[config.mk]
export PLATFORM = sky130hd
export DESIGN_NAME = fifo2axis_video
export DESIGN_NICKNAME = d
export VERILOG_FILES = /design/src/rtl/fifo2axis_video.sv
export SDC_FILE = /design/constraint.sdc
export NUM_CORES = 1
export LEC_CHECK = 0
export ABC_AREA = 1
export CORE_UTILIZATION = 35
export DETAILED_ROUTE_END_ITERATION = 7
export PLACE_DENSITY = 0.67
export SYNTH_ARGS = -nofsm -noshare
export SYNTH_HDL_FRONTEND = slang
export SYNTH_SLANG_ARGS = --single-unit
[constraint.sdc]
create_clock -name S_AXIS_ACLK -period 2.9 [get_ports S_AXIS_ACLK]
set_clock_uncertainty 0.1 [all_clocks]
set_input_delay 0.29 -clock S_AXIS_ACLK [delete_from_list [all_inputs] [get_ports S_AXIS_ACLK]]
set_output_delay 0.29 -clock S_AXIS_ACLK [all_outputs]
set_load 0.05 [all_outputs]
[src/rtl/fifo2axis_video.sv]
// fifo2axis_video: unpack FWFT FIFO words into an AXI4-Stream video master with SOF/EOL framing
module fifo2axis_video #(
  parameter int FAW             = 8,
  parameter int AXIS_DATA_WIDTH = 32,
  parameter int FIFO_DATA_WIDTH = 128,
  parameter int H_ACTIVE        = 1920,
  parameter int V_ACTIVE        = 1080
) (
  input  logic                         S_AXIS_ACLK,
  input  logic                         S_AXIS_ARESETN,
  output logic                         M_AXIS_TVALID,
  input  logic                         M_AXIS_TREADY,
  output logic [AXIS_DATA_WIDTH-1:0]   M_AXIS_TDATA,
  output logic [AXIS_DATA_WIDTH/8-1:0] M_AXIS_TSTRB,
  output logic                         M_AXIS_TLAST,
  output logic                         M_AXIS_TUSER,
  output logic                         frd_rdy,
  input  logic                         frd_vld,
  input  logic [FIFO_DATA_WIDTH-1:0]   frd_dat,
  input  logic                         frd_empty,
  input  logic [FAW:0]                 frd_cnt,
  input  logic                         enable,
  input  logic                         frame_start,
  output logic                         frame_done,
  output logic                         underflow
);
  localparam int RATIO = FIFO_DATA_WIDTH / AXIS_DATA_WIDTH;
  localparam int SW    = RATIO > 1 ? $clog2(RATIO) : 1;
  localparam int XW    = H_ACTIVE > 1 ? $clog2(H_ACTIVE) : 1;
  localparam int YW    = V_ACTIVE > 1 ? $clog2(V_ACTIVE) : 1;
  localparam int TOTAL = H_ACTIVE * V_ACTIVE / RATIO;
  localparam int PW    = $clog2(TOTAL + 1);
  localparam logic [SW-1:0] LAST_SUB = SW'(RATIO - 1);
  localparam logic [XW-1:0] X_LAST   = XW'(H_ACTIVE - 1);
  localparam logic [YW-1:0] Y_LAST   = YW'(V_ACTIVE - 1);
  localparam logic [PW-1:0] POPS     = PW'(TOTAL);

  typedef enum logic [1:0] {IDLE, ACTIVE, DONE} state_t;

  state_t                     state;
  logic [FIFO_DATA_WIDTH-1:0] word_reg;
  logic                       word_loaded;
  logic [SW-1:0]              sub_idx;
  logic [XW-1:0]              x_cnt;
  logic [YW-1:0]              y_cnt;
  logic [PW-1:0]              pops_left;
  logic                       started;
  logic                       last_sub, beat, pop, last_beat;
  logic                       unused_status;

  assign unused_status = frd_empty ^ (^frd_cnt);

  assign last_sub  = sub_idx == LAST_SUB;
  assign beat      = word_loaded & M_AXIS_TREADY;
  assign frd_rdy   = state == ACTIVE && pops_left != '0 && (!word_loaded || (M_AXIS_TREADY && last_sub));
  assign pop       = frd_rdy & frd_vld;
  assign last_beat = beat && x_cnt == X_LAST && y_cnt == Y_LAST;

  assign M_AXIS_TVALID = word_loaded;
  assign M_AXIS_TDATA  = word_reg[sub_idx*AXIS_DATA_WIDTH +: AXIS_DATA_WIDTH];
  assign M_AXIS_TSTRB  = '1;
  assign M_AXIS_TLAST  = word_loaded && x_cnt == X_LAST;
  assign M_AXIS_TUSER  = word_loaded && x_cnt == '0 && y_cnt == '0;
  assign frame_done    = state == DONE;
  assign underflow     = state == ACTIVE && started && !word_loaded && pops_left != '0 && !frd_vld;

  // Frame sequencing: arm one frame's worth of pops on start, finish after the last accepted beat
  always_ff @(posedge S_AXIS_ACLK or negedge S_AXIS_ARESETN) begin
    if (!S_AXIS_ARESETN) begin
      state     <= IDLE;
      pops_left <= '0;
      started   <= 1'b0;
    end else begin
      unique case (state)
        IDLE: if (frame_start && enable) begin
          state     <= ACTIVE;
          pops_left <= POPS;
          started   <= 1'b0;
        end
        ACTIVE: begin
          if (pop) pops_left <= pops_left - 1'b1;
          if (beat) started <= 1'b1;
          if (last_beat) state <= DONE;
        end
        default: state <= IDLE;
      endcase
    end
  end

  // Word holding register: a pop reloads it, accepted beats walk through its slices LSB first
  always_ff @(posedge S_AXIS_ACLK or negedge S_AXIS_ARESETN) begin
    if (!S_AXIS_ARESETN) begin
      word_reg    <= '0;
      word_loaded <= 1'b0;
      sub_idx     <= '0;
    end else if (pop) begin
      word_reg    <= frd_dat;
      word_loaded <= 1'b1;
      sub_idx     <= '0;
    end else if (beat) begin
      sub_idx     <= last_sub ? '0 : sub_idx + 1'b1;
      word_loaded <= !last_sub;
    end
  end

  // Raster position, advanced only by accepted beats so TLAST/TUSER stay stable through stalls
  always_ff @(posedge S_AXIS_ACLK or negedge S_AXIS_ARESETN) begin
    if (!S_AXIS_ARESETN) begin
      x_cnt <= '0;
      y_cnt <= '0;
    end else if (beat) begin
      x_cnt <= x_cnt == X_LAST ? '0 : x_cnt + 1'b1;
      y_cnt <= x_cnt != X_LAST ? y_cnt : y_cnt == Y_LAST ? '0 : y_cnt + 1'b1;
    end
  end
endmodule
Word level (Yosys, flattened, before mapping). Cells that the tools add are included.

Flip-flop bits (word level): 175. Output and inout port bits: 42. Memories: 0. Word-level logic and storage cells: 69. Bits in writable memories: 0. Latch bits: 0. Input bits: 144. Memory bits (read-only): 0.

Divide/modulo/power cells: 0. Shift operators: 1. $lt $le $gt $ge: 0. Multipliers: 0. $add $sub $neg: 4. Reduce and logical (&&, ||, !) cells: 27. Bitwise operators: 3. Muxes and demuxes: 16. Eq/ne operators: 10.

Operator list (number): 128-bit by 8-bit variable part select with 32-bit output (1); 19-bit 2-to-1 mux (2); 19-bit one-hot mux with 2 select lines (1); 11-bit by 1-bit adder with 11-bit output, second input constant (2); 11-bit equality test, second input constant (2); 11-bit logical NOT (2); 11-bit 2-to-1 mux (2); 19-bit nonzero test (1); 19-bit by 1-bit subtractor with 19-bit output, second input constant (1); 1-bit logical AND (13); 11-bit != test, second input constant (1); 2-bit 2-to-1 mux (5); 2-bit != test, second input constant (4); 3-bit AND reduction (2); 2-bit equality test, second input constant (2); 1-bit 2-to-1 mux (4); 2-bit one-hot mux with 2 select lines (1); 2-bit AND reduction (2); 2-bit nonzero test (2); 1-bit logical NOT (3); 2-bit by 1-bit adder with 2-bit output, second input constant (1); 1-bit AND (2); 2-bit by 1-bit equality test with 1-bit output, second input constant (1); 2-bit logical NOT (1); 3 further kinds (3).

Depth between registers and ports, before layout. Gate-level depths: netlist of run 1.

Depth after elaboration: 7. Mapped depth: 11. Mapped depth without buffers: 10.

Worst setup path before layout of run 1. Ideal clock, no wire load.

Kind: reg-to-output. Start point: reg sub_idx[0]. End point: out M_AXIS_TDATA[0]. Arrival time: 1.923 ns. Slack: 0.587 ns. Buffers on the path: 3. Stages on the path, launching flop included: 7. Required time: 2.510 ns. Cell sequence: dfrtp_1 > clkbuf_1 > inv_1 > buf_2 > clkbuf_1 > nor2_1 > o22ai_1.

Word-level cells in the longest chain between the ends: 1.

Ends and longest elaborated chain: from (decl) (RTL line 43) `logic [SW-1:0] sub_idx;`; from (signal assigned) (RTL line 101) `sub_idx <= last_sub ? '0 : sub_idx + 1'b1;`; 128-bit by 8-bit variable part select with 32-bit output (RTL line 60) `assign M_AXIS_TDATA = word_reg[sub_idx*AXIS_DATA_WIDTH +: AXIS_DATA_WIDTH];`; to (decl) (RTL line 13) `output logic [AXIS_DATA_WIDTH-1:0] M_AXIS_TDATA,`.

Every way passes these cells.

Worst setup path after layout of run 1.
Start point: reg pops_left[0]. End point: out underflow.

Word-level cells in the longest chain between the ends: 3.

Ends and longest elaborated chain: from (decl) (RTL line 46) `logic [PW-1:0] pops_left;`; from (signal assigned) (RTL line 81) `if (pop) pops_left <= pops_left - 1'b1;`; 19-bit nonzero test (RTL line 65) `assign underflow = state == ACTIVE && started && !word_loaded && pops_left != '0 && !frd_vld;`; 1-bit logical AND (2 in a row) (RTL line 65); to (decl) (RTL line 25) `output logic underflow`.

Every way passes these cells.

==> results of run 1 <==
-- metal layers --
metal | track usage | wire length (um) | up-vias
met4 | 0.0506 | 347 | 0
met5 | 0 | 0 | -
li1 | - | - | 4028
met3 | 0.0509 | 1380 | 25
met2 | 0.313 | 11600 | 200
met1 | 0.257 | 11200 | 3887
-- logic make-up after synthesis --
| kind of cell | after synthesis | synth area share |
|---|---|---|
| other cells | 1 | 0.000424 |
| buf+inv | 126 | 0.0681 |
| flops | 175 | 0.495 |
| simple gates | 693 | 0.335 |
| xor+xnor | 13 | 0.0129 |
| compound gates | 130 | 0.0788 |
| fa+ha+maj | 7 | 0.00990 |
-- placed cells by master, fill, tap and decap left out, types with 2 or more instances in the layout --
| cell type | Yosys | layout |
|---|---|---|
| or2_2 | 2 | 2 |
| clkbuf_16 | 0 | 17 |
| xor2_1 | 11 | 11 |
| a21oi_1 | 10 | 10 |
| buf_12 | 0 | 40 |
| buf_4 | 25 | 18 |
| inv_1 | 49 | 48 |
| o21ai_0 | 85 | 85 |
| nand3b_1 | 4 | 4 |
| nand2_2 | 2 | 2 |
| dlymetal6s2s_1 | 0 | 2 |
| conb_1 | 1 | 4 |
| nor4_1 | 4 | 4 |
| inv_2 | 2 | 3 |
| nor2_4 | 2 | 3 |
| clkdlybuf4s50_1 | 0 | 134 |
| o22ai_1 | 32 | 32 |
| nor3_1 | 13 | 13 |
| clkinv_4 | 0 | 4 |
| dfrtp_1 | 175 | 174 |
| nand3_1 | 180 | 180 |
| inv_6 | 0 | 2 |
| xnor2_1 | 2 | 2 |
| nor2_1 | 106 | 106 |
| ha_1 | 7 | 7 |
| nor2_2 | 5 | 4 |
| nand2_1 | 358 | 358 |
| nand4_1 | 12 | 12 |
| inv_8 | 0 | 7 |
-- worst paths after layout --
path	slack, ns	to
max in group asynchronous	1.57	x_cnt[10]
min reg2reg	0.37	word_reg[58]
min in group asynchronous	0.38	word_reg[79]
max	0.15	underflow
min	0.30	word_reg[85]
max reg2reg	0.72	word_reg[109]
-- power breakdown --
group | switching (W) | total (W) | internal, W | leakage (nW)
Sequential | 0.000677 | 0.00414 | 0.00346 | 2.15
Combinational | 0.00435 | 0.00736 | 0.00300 | 3.32
Clock | 0.00110 | 0.00225 | 0.00114 | 0.278
-- what timing repair did --
action / CTS / global route
hold buffers: 1 / 0
endpoints found under the setup margin: 0 / 2
endpoints found under the hold margin: 78 / 0
resized for setup: 0 / 2
-- final cells by class --
type	instances	area, sq um	area share
timing repair buffer	196	2320	0.198
multi-input combinational	847	3890	0.331
clock buffer	17	425	0.0362
sequential	175	4380	0.373
inverter	51	191	0.0163
clock inverter	14	139	0.0118
antenna	1	2.50	0.000213
tap	324	405	0.0345
-- worst max-delay path, stage by stage (launching register included) --
cell	delay, ns
dfrtp_1	0.36
inv_1	0.10
ha_1	0.21
nand2_1	0.07
nor2_1	0.06
nand3_2	0.11
nand4_1	0.12
nor2_1	0.12
clkdlybuf4s50_1	0.80
-- metrics by stage --
stage                     hold WS [ns]  utilization  cell area [sq um]  cells  setup slack [ns]
after global placement           0.313        0.455              11200   1592             0.615
after global routing             0.291        0.479              11800   1625            0.0330
after floorplan                 -0.106            -               8850   1148             0.587
after detailed placement         0.329        0.455              11200   1592             0.582
final                            0.299        0.479              11800   1625             0.147
after CTS                        0.280        0.479              11700   1624             0.112
-- Yosys cell counts, drive strengths merged (11+ instances only) --
library cell  count
buf              41
clkbuf           34
dfrtp           175
inv              51
nand2           360
nand3           181
nand4            13
nor2            113
nor3             13
o21ai            85
o22ai            32
xor2             11
==> results.txt, run 1 <==
Outcome = completed
Max-Cap Viols = 0
Final setup viols = 0
Worst r2r path cells = 11
Period utilization = 0.949
Power density over the cells = 1170 mW/mm^2
Crit-path max FO = 5
# nets final = 1439
Initial Utilization = 0.360
Vias per cell = 5.01
Seq cells post-synth = 175
Minimum clock period = 2.75 ns
WHS Path Cells = 3
Ports = 186
PnR Total Power = 0.0137 W
IR drop worst, VDD = 0.000946 V
Vias = 8140
Max Freq = 363 MHz
Post-synth top flop = dfrtp_1
Layout cells sized above 1 = 0.0823
Number of global-route vias before repair = 7919
Slew margin rel. = 0.450
Slew @ Worst Pin = 0.825 ns
Clock Tree Root = clkbuf_16
Post-synth top area cell = dfrtp_1
Synth cell types = 34
Final ANT Viol Nets = 0
Synth-to-Final Area Change = 32.9%
Pins Over Slew Limit = 0
Initial antenna violation count = 1
CP Capture Type = primary output
DRT Pass-1 Iters = 4
Width of the die = 161 um
Chip height = 161 um
Setup_tns = 0 ns
First-pass GRT wire length = 40.2 mm
Rows = 57
Largest net degree at the start of global routing = 92
# fillers = 2385
Final wirelength = 24.5 mm
Ranking of synthesized cells by area = dfrtp_1 50%, nand2_1 15%, nand3_1 10%, o21ai_0 4.8%, nor2_1 4.5%
Post-synthesis cell area = 0.00884 sq mm
CTS tree = done
Lkg Pwr = 5.75 nW
Setup bufs post-CTS = 0
GPL Wtd Cong = 0.839
Sequential-to-total area share from yosys stat = 0.495
Yosys Warn Count = 0
Hold_sp = frd_dat[85]
Cts bufs inserted = 17
Async set-or-reset flop fraction in the synthesized netlist = 1.00
Core Region = 0.0245 sq mm
Total grt overflow = 0
Post-DP HPWL = 16.2 mm
Critical path data arrival time = 2.36 ns
DR WL/cell = 15.1 um
Critical path type = flop to primary output
Post-synthesis cell count = 1145
IO buf count = 171
Tot GR Track Use = 0.194
Clock Sinks = 175
CP Launch Point = pops_left[0]
Die area = 0.0259 sq mm
Unrepaired setup endpoints after global routing = no
Synth top area share = 0.495
WP data required = 2.51 ns
Hold WC Path Type = input pin to flop
Max reg flops = 128
Final Hold Fails = 0
Setup crit start kind = flop
Clk_lat worst skew = 0.43 ns
DRC violations left = 0
Number of flops mapped to enable cells by yosys = 0
Worst-path clk slew = 0.08 ns
Worst reg2reg startpoint = pops_left[0]
Clock tree buffer depth = 2
Post-synthesis average cell area = 7.72 sq um
H-tree depth = 4
First DRT Iteration DRCs = 556
Note: power is estimated with default switching activity, not from simulation.
==> run 2, diff against run 1 <==
- CORE_ASPECT_RATIO: default -> 1.5
- PLACE_DENSITY: 0.67 -> 0.7
- clock period: 2.9 -> 2.5 ns (I/O delays scaled with it)
==> run 2 against run 1 <==
Compared with the run above: total power grew 8.8%; register-to-register slack lost 0.37 ns; critical endpoint is now M_AXIS_TDATA[31]; sequential cell count is the same; sequential power grew 15%; non-clock buffer count shrank 6; die area is essentially flat; worst setup slack gained 0.029 ns.
==> results.txt, run 2 (same netlist as run 1, synthesis figures left out) <==
Slew margin rel. = 0.536
Unrepaired setup endpoints after global routing = no
Core Region = 0.0246 sq mm
Rows = 70
Final setup viols = 0
Clock tree buffer depth = 2
Vias = 8163
GPL Wtd Cong = 0.855
Clock Sinks = 175
Worst-path clk slew = 0.07 ns
CP Capture Type = primary output
First-pass GRT wire length = 40.6 mm
Worst stage delay on the critical path = 0.44 ns
Max-Cap Viols = 0
H-tree depth = 4
CP Launch Point = sub_idx[0]
Critical path type = flop to primary output
Worst reg2reg startpoint = pops_left[0]
Critical path data arrival time = 1.97 ns
Crit path max-delay cell type = buf_6
Minimum clock period = 2.32 ns
# nets final = 1433
Vias per cell = 5.04
Chip height = 197 um
Post-DP HPWL = 16.1 mm
Crit-path max FO = 65
Initial antenna violation count = 3
Tot GR Track Use = 0.198
CTS tree = done
Cts bufs inserted = 17
Setup bufs post-CTS = 0
Total grt overflow = 0
Top Family by Delay on Critical Path = buffers and inverters
Slack of the worst reg-to-reg path = 0.35 ns
Commonest non-fill, non-tap cell in the layout = nand2_1
Period utilization = 0.929
Pins Over Slew Limit = 0
Die area = 0.0259 sq mm
Synth-to-Final Area Change = 29.2%
Setup_tns = 0 ns
Setup crit start kind = flop
Max reg flops = 128
Dpl ws = 0.357 ns
Final ANT Viol Nets = 0
Power density over the cells = 1310 mW/mm^2
Ports = 186
Final setup margin = 0.177 ns
Commonest cells after routing, fill and taps aside = 358 x nand2_1, 180 x nand3_1, 174 x dfrtp_1
Initial Utilization = 0.359
IO buf count = 171
WP data required = 2.15 ns
IR drop worst, VDD = 0.000695 V
Final Hold Fails = 0
Placed instance area = 0.0108 sq mm
Hold_sp = frd_vld
Number of global-route vias before repair = 8161
DRT Pass-1 Iters = 5
Crit path buf inv count = 2
Largest net degree at the start of global routing = 130
Max Freq = 430 MHz
Outcome = completed
Hold WC Path Type = input pin to flop
Layout cells sized above 1 = 0.0781
DRC violations left = 0
Clock Tree Root = clkbuf_16
Fin area = 0.0114 sq mm
Slew @ Worst Pin = 0.697 ns
Clk_lat worst skew = 0.43 ns
Final wirelength = 24.7 mm
DR WL/cell = 15.3 um
Worst path cell trace = buf_6, o21ai_0, o22ai_1, buf_12
Lkg Pwr = 5.60 nW
Width of the die = 132 um
First DRT Iteration DRCs = 427
[run 2: cell count changes in the layout (fill, tap and decap cells not counted)]
cell and change:
diode_2 +2, dlymetal6s2s_1 -2, inv_6 -2, buf_6 +1, bufinv_16 +2, clkbuf_1 +3
buf_12 -24, clkbuf_8 +3, buf_4 +20, inv_8 -7, clkinv_2 +1, clkdlybuf4s50_1 -1
[run 2: what timing repair did]
item / 4_1_cts / 5_1_grt
hold buffers: 1 / 0
endpoints found under the setup margin: 1 / 0
hold endpoints to repair: 31 / 0
gates resized for setup: 1 / 0
[run 2: path summary, 6_finish.rpt]
path,depth (start not counted),to
setup / recovery,4,M_AXIS_TDATA[31]
hold / removal,3,M_AXIS_TVALID
setup reg to reg,10,word_reg[118]
hold reg to reg,2,word_reg[61]
max in group asynchronous,3,word_reg[53]
min in group asynchronous,2,pops_left[11]
[run 2: final cells by class]
cell class                      instances  area, sq um
Clock inverter                          8          108
Clock buffer                           23          478
Multi-Input combinational cell        847         3890
Fill cell                            2392        13200
Timing Repair Buffer                  190         1970
Sequential cell                       175         4380
Antenna cell                            3         7.51
Inverter                               51          191
Tap cell                              324          405
[run 2: layer usage]
metal,part of all wire,vias up,track usage
met5,0,-,0
met4,0.028,0,0.0952
met3,0.040,40,0.0352
met2,0.52,226,0.345
li1,-,4021,-
met1,0.42,3876,0.234
[run 2: per-stage QoR]
| step | power [W] | utilization | hold slack (ns) | std cells |
|---|---|---|---|---|
| global route | 0.0160 | 0.464 | 0.201 | 1621 |
| CTS | 0.0151 | 0.464 | 0.168 | 1618 |
| global placement | 0.0122 | 0.440 | 0.0800 | 1586 |
| floorplan | 0.00988 | - | -0.146 | 1148 |
| detailed placement | 0.0123 | 0.440 | 0.0808 | 1586 |
| finish | 0.0150 | 0.464 | 0.183 | 1621 |
[run 2: worst min-delay path: stages]
cell and delay, ns:
buf_4 0.13, nand4_4 0.21, nand2_1 0.08
[run 2: report_power, final]
part / total, W / internal, W / switching, W
Combinational: 0.00751 / 0.00262 / 0.00490
Clock: 0.00267 / 0.00155 / 0.00112
Sequential: 0.00477 / 0.00402 / 0.000745
